<file path="src/rtl/fetch_pkg.sv">
// Shared types and defaults for the instruction fetch queue and its prefetch FIFO.
package fetch_pkg;

  localparam logic [31:0] FETCH_RESET_PC = 32'h0000_0000;
  localparam int INST_W = 32;
  localparam int ADDR_W = 32;

  typedef struct packed {
    logic [ADDR_W-1:0] pc;
    logic [INST_W-1:0] instr;
  } fetch_entry_t;

  localparam int ENTRY_W = $bits(fetch_entry_t);

  function automatic logic [ADDR_W-1:0] word_align(input logic [ADDR_W-1:0] a);
    return a & {{(ADDR_W-2){1'b1}}, 2'b00};
  endfunction

endpackage

</file>
<file path="src/rtl/fetch_fifo.sv">
// Prefetch queue: DEPTH entries of {pc, instr}, head visible combinationally from storage.
module fetch_fifo
  import fetch_pkg::*;
#(
  parameter int DEPTH = 4
) (
  input  logic                   CLK,
  input  logic                   rst,
  input  logic                   flush,
  input  logic                   push,
  input  logic [ENTRY_W-1:0]     push_data,
  input  logic                   pop,
  output logic [ENTRY_W-1:0]     head_data,
  output logic [$clog2(DEPTH):0] count,
  output logic                   full,
  output logic                   empty
);

  localparam int PTR_W = $clog2(DEPTH);
  localparam int CNT_W = $clog2(DEPTH) + 1;

  logic [ENTRY_W-1:0] mem [DEPTH];
  logic [PTR_W-1:0]   rd_ptr_reg;
  logic [PTR_W-1:0]   wr_ptr_reg;
  logic [CNT_W-1:0]   count_reg;
  logic               do_push;
  logic               do_pop;

  assign empty     = (count_reg == '0);
  assign full      = (count_reg == CNT_W'(DEPTH));
  assign count     = count_reg;
  assign head_data = mem[rd_ptr_reg];
  assign do_pop    = pop & ~empty;
  // A push into a full queue is only legal alongside a pop that frees the slot.
  assign do_push   = push & (~full | do_pop);

  always_ff @(posedge CLK) begin
    if (rst || flush) begin
      rd_ptr_reg <= '0;
      wr_ptr_reg <= '0;
      count_reg  <= '0;
    end else begin
      if (do_push) wr_ptr_reg <= wr_ptr_reg + 1'b1;
      if (do_pop)  rd_ptr_reg <= rd_ptr_reg + 1'b1;
      case ({do_push, do_pop})
        2'b10:   count_reg <= count_reg + 1'b1;
        2'b01:   count_reg <= count_reg - 1'b1;
        default: count_reg <= count_reg;
      endcase
    end
  end

  always_ff @(posedge CLK) begin
    if (do_push) mem[wr_ptr_reg] <= push_data;
  end

  always_ff @(posedge CLK) begin
    if (!rst) assert (count_reg <= CNT_W'(DEPTH));
  end

endmodule

</file>
<file path="src/rtl/instr_fetch_queue.sv">
// Fetch stage: owns the fetch PC, issues imem reads under queue credit, buffers responses.
// Define FETCH_BYPASS_EN to forward a response to decode in its arrival cycle when the queue is empty.
module instr_fetch_queue
  import fetch_pkg::*;
#(
  parameter int          DEPTH    = 4,
  parameter logic [31:0] RESET_PC = FETCH_RESET_PC
) (
  input  logic        CLK,
  input  logic        rst,
  output logic        imem_req,
  output logic [31:0] imem_addr,
  input  logic [31:0] imem_rdata,
  input  logic        redirect,
  input  logic [31:0] redirect_pc,
  output logic        inst_valid,
  input  logic        inst_ready,
  output logic [31:0] inst_data,
  output logic [31:0] inst_pc,
  output logic [31:0] inst_pc_plus4
);

  localparam int CNT_W = $clog2(DEPTH) + 1;
  localparam int OCC_W = CNT_W + 1;

  logic [31:0]        fetch_pc_reg;
  logic [31:0]        inflight_pc_reg;
  logic               inflight_reg;
  logic [CNT_W-1:0]   fifo_count;
  logic               fifo_full;
  logic               fifo_empty;
  logic [ENTRY_W-1:0] head_bits;
  fetch_entry_t       resp_entry;
  fetch_entry_t       head_entry;
  logic               resp_live;
  logic               bypass;
  logic               pop;
  logic               push;
  logic [OCC_W-1:0]   occ;
  logic [OCC_W-1:0]   limit;

  // A response landing in a redirect or reset cycle belongs to the old stream.
  assign resp_live  = inflight_reg & ~redirect & ~rst;
  assign resp_entry = '{pc: inflight_pc_reg, instr: imem_rdata};

`ifdef FETCH_BYPASS_EN
  assign bypass = fifo_empty & resp_live;
`else
  assign bypass = 1'b0;
`endif

  assign head_entry    = bypass ? resp_entry : fetch_entry_t'(head_bits);
  assign inst_valid    = ~rst & (~fifo_empty | bypass);
  assign inst_data     = inst_valid ? head_entry.instr : '0;
  assign inst_pc       = inst_valid ? head_entry.pc : RESET_PC;
  assign inst_pc_plus4 = inst_pc + 32'd4;

  assign pop  = inst_valid & inst_ready;
  assign push = resp_live & ~(bypass & inst_ready);

  // Credit: queued entries plus the outstanding read must leave room after this cycle's pop.
  assign occ      = OCC_W'(fifo_count) + OCC_W'(inflight_reg);
  assign limit    = OCC_W'(DEPTH) + OCC_W'(pop);
  assign imem_req = ~rst & ~redirect & (occ < limit);
  assign imem_addr = rst ? RESET_PC : fetch_pc_reg;

  always_ff @(posedge CLK) begin
    if (rst) begin
      fetch_pc_reg    <= RESET_PC;
      inflight_reg    <= 1'b0;
      inflight_pc_reg <= RESET_PC;
    end else if (redirect) begin
      fetch_pc_reg <= word_align(redirect_pc);
      inflight_reg <= 1'b0;
    end else begin
      inflight_reg <= imem_req;
      if (imem_req) begin
        inflight_pc_reg <= fetch_pc_reg;
        fetch_pc_reg    <= fetch_pc_reg + 32'd4;
      end
    end
  end

  always_ff @(posedge CLK) begin
    if (!rst) assert (!(push && fifo_full && !pop));
  end

  fetch_fifo #(
    .DEPTH(DEPTH)
  ) u_fifo (
    .CLK       (CLK),
    .rst       (rst),
    .flush     (redirect),
    .push      (push),
    .push_data (resp_entry),
    .pop       (pop),
    .head_data (head_bits),
    .count     (fifo_count),
    .full      (fifo_full),
    .empty     (fifo_empty)
  );

endmodule

</file>
<file path="config.mk">
export PLATFORM = sky130hd
export DESIGN_NAME = instr_fetch_queue
export DESIGN_NICKNAME = d
export VERILOG_FILES = /design/src/rtl/fetch_pkg.sv /design/src/rtl/fetch_fifo.sv /design/src/rtl/instr_fetch_queue.sv
export SDC_FILE = /design/constraint.sdc
export NUM_CORES = 1
export LEC_CHECK = 0
export BUFFER_PORTS_ARGS = -buffer_cell sky130_fd_sc_hd__clkbuf_2
export CELL_PAD_IN_SITES_DETAIL_PLACEMENT = 0
export CELL_PAD_IN_SITES_GLOBAL_PLACEMENT = 2
export CORE_UTILIZATION = 36
export DETAILED_ROUTE_END_ITERATION = 16
export GPL_TIMING_DRIVEN = 0
export HOLD_SLACK_MARGIN = 0.1
export PLACE_DENSITY_LB_ADDON = 0.1
export SYNTH_ARGS = -nofsm -noshare
export SYNTH_HDL_FRONTEND = slang
export SYNTH_SLANG_ARGS = --single-unit
</file>
<file path="constraint.sdc">
create_clock -name CLK -period 3.1 [get_ports CLK]
set_input_delay 0.155 -clock CLK [delete_from_list [all_inputs] [get_ports CLK]]
set_output_delay 0.155 -clock CLK [all_outputs]
set_load 0.005 [all_outputs]
</file>
==> reports/qor.yml, run 1 <==
placement:
  pre_cts_ws_ns: -1.128
  place_hpwl_um: 24290
  gp_congestion: 0.7840
  place_area_um2: 15130
  port_buffers: 189
grt:
  grt_max_degree: 55
  busiest_layer: "met2"
  grt_pass1_wl_um: 55010
  antenna_found_initial: 0
  grt_util_met1: 0.2595
  grt-ovfl-total: 0
  grt_pass1_vias: 9096
  grt.total_usage: 0.1890
  use_met3: 0.02746
  grt_use_met2: 0.3163
setup_path:
  reg2reg_slack_ns: 0.28
  worstPathArrival_ns: 2.94
  critical_path_class: "flip-flop to primary output"
  crit_path_end_kind: "primary output"
  cp_max_fo: 7
  cp.required_ns: 2.94
  crit_path_start_kind: "flip-flop"
layout:
  largest_register_ff_count: 248
  nets: 1349
  synthToLayoutAreaGrowth_pct: 27.59
  drive_gt1_frac: 0.2978
  post-route-util: 0.4680
  n_antenna_cell: 0
  fin_area_um2: 17170
die:
  die_area_um2: 38170
  die_w_um: 195.4
  coreArea_um2: 36700
  start_util: 0.3668
  die_h_um: 195.4
  rows: 70
  io-pin-count: 198
power_and_ir_drop:
  power_density_nw_per_um2: 526.8
  ir_worst_vdd_mv: 0.2658
  power.total_w: 0.009047
  p_leak_nw: 6.573
detailed_routing:
  vias: 8864
  detail-route-antenna-nets: 0
  dr.pass1.iters: 4
  drc: 0
  wirelength_um: 35460
  routed_via_density: 5.025
  drt_iter0_drc: 474
  wl_per_cell_um: 20.10
cts:
  numCtsBuffers: 35
  clk_pin_slew_ns: 0.06
  cts_root_buffer: "clkbuf_16"
  htreeDepth: 2
  cts_buffer_depth: 3
  clk_latency_ns: 0.51
  cts_tree: "yes"
  cts_sinks: 318
job:
  maxCapViolCount: 0
logic_synthesis:
  syn_area_per_cell_um2: 14.02
  ys_seq_area_frac: 0.6574
  ys_warn_count: 0
  ys_async_sr_fraction: 0
  synth_flop_cell: "edfxtp_1"
  syn_area_um2: 13460
  synth_top_cell_area_share: 0.5533
  synth_top_area_cell: "edfxtp_1"
  synthTopCellsByArea: "edfxtp_1 (55%), dfxtp_1 (10%), mux4_2 (10%)"
  ys_ff_latch: 318
  ys_types: 51
  netlist_instances: 960
  synth_edf_count: 248
sta:
  fin_crit_sh: 0.9999
  relSlewSlack: 0.4049
  rsz0062_at_grt: "true"
  min_period_ns: 3.100
  setup_viol: 0
  hold_viol: 0
  fin_ws_ns: 0.0004465
  slew_viol_final: 0
  clock_skew_ns: 0.01427
  tightest_slew_ns: 0.8845
  fmax_mhz: 322.6
run_status:
  outcome: "finished, final reports clean"
worst_hold_path:
  hold_class: "primary input to flip-flop"
final cells by class:
class,count,area (µm²)
Fill cell,3366,19520
Sequential cell,318,8857
Multi-Input combinational cell,560,4328
Timing Repair Buffer,274,1852
Clock buffer,46,989.7
Tap cell,468,585.6
Buffer,63,379.1
Clock inverter,15,107.6
Inverter,20,75.07
timing repair:
item	in CTS	in global routing
hold buffers	65	0
gates cloned	1	0
resized for setup	45	13
buffers inserted	10	5
endpoints found under the setup margin	179	15
hold endpoints to repair	161	0
pin swaps	8	10
layout by cell type, fill, tap and decap left out, types with 24 or more instances in the layout:
cell           netlist  layout
nand2_1            116     116
clkbuf_1            39      34
mux4_2              62      62
clkbuf_16            0      38
edfxtp_1           248     248
dlygate4sd3_1        0      65
nor2b_1             30      30
nand3_1             25      24
xnor2_1             25      24
a21oi_1             51      51
clkbuf_2             0     192
and3_1              66      64
buf_4                9      26
nor2_1              39      38
dfxtp_1             70      67
report_power, final:
| part | leakage, nW | internal [W] | switching (W) |
|---|---|---|---|
| Clock | 0.544 | 0.00233 | 0.00162 |
| Combinational | 3.02 | 0.000193 | 0.000226 |
| Sequential | 3.01 | 0.00462 | 0.0000555 |
| Total | 6.57 | 0.00715 | 0.00190 |
metal layers:
metal / part of all wire / up-vias / wire length [µm]
met3: 0.044 / 47 / 1569
met4: 0.017 / 0 / 610
met2: 0.48 / 245 / 16910
li1: - / 4233 / -
met5: 0 / - / 0
met1: 0.46 / 4339 / 16370
cell families after synthesis:
group,Yosys count,synth area share
buffers and inverters,87,0.02928
and+or+nand+nor,334,0.1256
xor gates and xnor gates,35,0.02277
DFF,318,0.6574
adders and majority gates,9,0.008924
AOI/OAI and AO/OA,107,0.04638
muxes,69,0.1094
other,1,0.0002786
worst paths after layout:
path	startpoint	endpoint	cells after the start
min	rst	u_fifo.count[1]$_SDFFE_PP0P_	4
min reg2reg	inflight_pc_reg[8]$_SDFFE_PP0P_	inflight_pc_reg[8]$_SDFFE_PP0P_	2
max	flip-flop	inst_pc_plus4[20]	11
max reg2reg	inflight_reg$_SDFF_PP0_	inflight_pc_reg[25]$_SDFFE_PP0P_	11
worst max-delay path, stage by stage (launching register included):
cell and delay (ns):
dfxtp_1 0.30, buf_6 0.14, buf_12 0.14, mux4_2 0.41
and3_4 0.22, ha_4 0.16, nand4_1 0.11, nor2_1 0.11
and3_4 0.27, nand4_1 0.24, xnor2_1 0.21, buf_2 0.14
per-stage QoR:
stage	hold WS [ns]	instances	TNS [ns]
after floorplan	0.2539	965	0
after global placement	0.3758	1622	-222.25
after detailed placement	0.3798	1626	-15.09
after CTS	0.3109	1761	-0.1444
after global routing	0.3857	1764	-0.5087
final	0.3105	1764	0
cells in the mapped netlist (18+ instances only):
library cell,instances
a21oi_1,51
a31oi_1,18
and3_1,66
clkbuf_1,39
dfxtp_1,70
edfxtp_1,248
inv_1,20
mux4_2,62
nand2_1,116
nand3_1,25
nor2_1,39
nor2b_1,30
o21ai_0,19
xnor2_1,25
No activity file was read; power rests on OpenSTA's default activity.
==> inputs of run 2 (changes only) <==
--- a/config.mk
+++ b/config.mk
@@ -6,9 +6,9 @@
 export NUM_CORES = 1
 export LEC_CHECK = 0
 export BUFFER_PORTS_ARGS = -buffer_cell sky130_fd_sc_hd__clkbuf_2
-export CELL_PAD_IN_SITES_DETAIL_PLACEMENT = 0
-export CELL_PAD_IN_SITES_GLOBAL_PLACEMENT = 2
-export CORE_UTILIZATION = 36
+export CELL_PAD_IN_SITES_DETAIL_PLACEMENT = 1
+export CELL_PAD_IN_SITES_GLOBAL_PLACEMENT = 1
+export CORE_UTILIZATION = 28
 export DETAILED_ROUTE_END_ITERATION = 16
 export GPL_TIMING_DRIVEN = 0
 export HOLD_SLACK_MARGIN = 0.1
==> run 2 against run 1 <==
Effect of this change: via count is 2.5% higher; power is 4.3% higher; the flow now finishes with violations (setup timing); highest routed layer unchanged; count of clock-buffer cells in the layout decreased by 1.
==> reports/qor.yml, run 2 (synthesis gave the netlist of run 1 again) <==
setup_path:
  cp.required_ns: 2.94
  crit_path_start_kind: "flip-flop"
  cp_max_fo: 6
  crit_path_end_kind: "primary output"
  cp_slowest_cell: "mux4_2"
  crit_buf_inv: 2
  cp_slowest_stage_delay_ns: 0.41
  crit_family: "simple AND/OR/NAND/NOR gates"
  worstPathArrival_ns: 3.01
  crit_chain: "buf_12, mux4_2, and3_4, ha_4, nand4_1, nor2_1, and3_4, nand4_1, xnor2_1, buf_2"
  critical_path_class: "flip-flop to primary output"
cts:
  cts_sinks: 318
  numCtsBuffers: 37
  htreeDepth: 2
  cts_root_buffer: "clkbuf_16"
  clk_pin_slew_ns: 0.06
  cts_buffer_depth: 3
  cts_tree: "yes"
  clk_latency_ns: 0.55
sta:
  relSlewSlack: 0.3503
  fmax_mhz: 316.2
  fin_crit_sh: 1.020
  fin_ws_ns: -0.06233
  rsz0062_at_grt: "true"
  tightest_slew_ns: 0.9657
  clock_skew_ns: 0.01972
  min_period_ns: 3.162
  slew_viol_final: 0
  setup_viol: 6
  hold_viol: 0
  tns_ns: -0.2598
grt:
  grt.total_usage: 0.1656
  grt_pass1_vias: 9811
  antenna_found_initial: 0
  grt_pass1_wl_um: 61390
  grt-ovfl-total: 0
  grt_max_degree: 47
detailed_routing:
  wirelength_um: 40130
  routed_via_density: 4.734
  drc: 0
  dr.pass1.iters: 5
  detail-route-antenna-nets: 0
  vias: 9089
  drt_iter0_drc: 429
  wl_per_cell_um: 20.90
die:
  rows: 79
  coreArea_um2: 46950
  die_w_um: 221.3
  die_h_um: 221.3
  start_util: 0.2867
  die_area_um2: 48950
  io-pin-count: 198
run_status:
  violations: "setup timing"
  outcome: "complete, but fails checks"
layout:
  final_cell_mix: "edfxtp_1 (248), clkbuf_2 (186), nand2_1 (115)"
  post-route-util: 0.3756
  drive_gt1_frac: 0.3115
  nets: 1361
  synthToLayoutAreaGrowth_pct: 31.03
  fin_area_um2: 17640
  n_antenna_cell: 0
  stdcell_count: 1920
  final_common_cell: "edfxtp_1"
  largest_register_ff_count: 248
power_and_ir_drop:
  ir_worst_vdd_mv: 0.3017
  power.total_w: 0.009435
  power_density_nw_per_um2: 535.0
  p_leak_nw: 6.698
placement:
  port_buffers: 189
  place_area_um2: 15290
  placed_cells: 1765
  place_hpwl_um: 27470
  gp_congestion: 0.7354
worst_hold_path:
  hold_class: "primary input to flip-flop"
job:
  maxCapViolCount: 0
==> run 2: worst reg2reg max path, delay by kind of cell (launching register included) <==
kind	cells	cell delay [ns]
DFF	1	0.37
and+or+nand+nor	3	0.94
buffers and inverters	3	0.59
AOI/OAI and AO/OA	1	0.59
==> run 2: metrics by stage <==
| stage | hold WS, ns | setup WS [ns] |
|---|---|---|
| after detailed placement | 0.3818 | -1.572 |
| after floorplan | 0.2539 | 0.3676 |
| final | 0.2186 | -0.06233 |
| after global routing | 0.2574 | -0.2358 |
| after global placement | 0.3764 | -1.575 |
| after CTS | 0.1918 | -0.2468 |
==> run 2: cell type report <==
cell class,count,area [µm²]
Buffer,61,407.9
Sequential cell,318,8861
Clock buffer,45,998.5
Multi-Input combinational cell,560,4418
Fill cell,4952,29310
Tap cell,607,759.5
Clock inverter,23,192.7
Inverter,20,75.07
Timing Repair Buffer,286,1924
==> run 2: per-layer routing <==
metal,GRT usage,vias up,part of all wire
li1,-,4260,-
met1,0.2158,4588,0.46
met2,0.2820,188,0.49
met3,0.02842,53,0.037
met4,0.04692,0,0.021
met5,0,-,0
==> run 2: worst paths after layout <==
kind	depth (start not counted)	to	startpoint	slack, ns
max	10	inst_pc_plus4[20]	flip-flop	-0.06
min	6	u_fifo.wr_ptr_reg[1]$_SDFFE_PP0P_	rst	0.22
min reg2reg	2	inflight_pc_reg[10]$_SDFFE_PP0P_	inflight_pc_reg[10]$_SDFFE_PP0P_	0.50
max reg2reg	7	u_fifo.mem[0][12]$_DFFE_PP_	u_fifo.count[0]$_SDFFE_PP0P_	0.26
==> run 2: timing repair <==
item | 4_1_cts | 5_1_grt
setup buffers | 22 | 9
hold buffers | 65 | 0
endpoints found under the setup margin | 279 | 41
hold endpoints to repair | 161 | 0
cloned | 0 | 0
pin swaps | 16 | 18
gates resized for setup | 67 | 27
==> run 2: report_power, final <==
part | switching, W | total, W | internal (W)
combinational | 0.000238 | 0.000434 | 0.000196
sequential | 0.0000579 | 0.00468 | 0.00462
clock | 0.00178 | 0.00432 | 0.00255
total | 0.00207 | 0.00944 | 0.00736
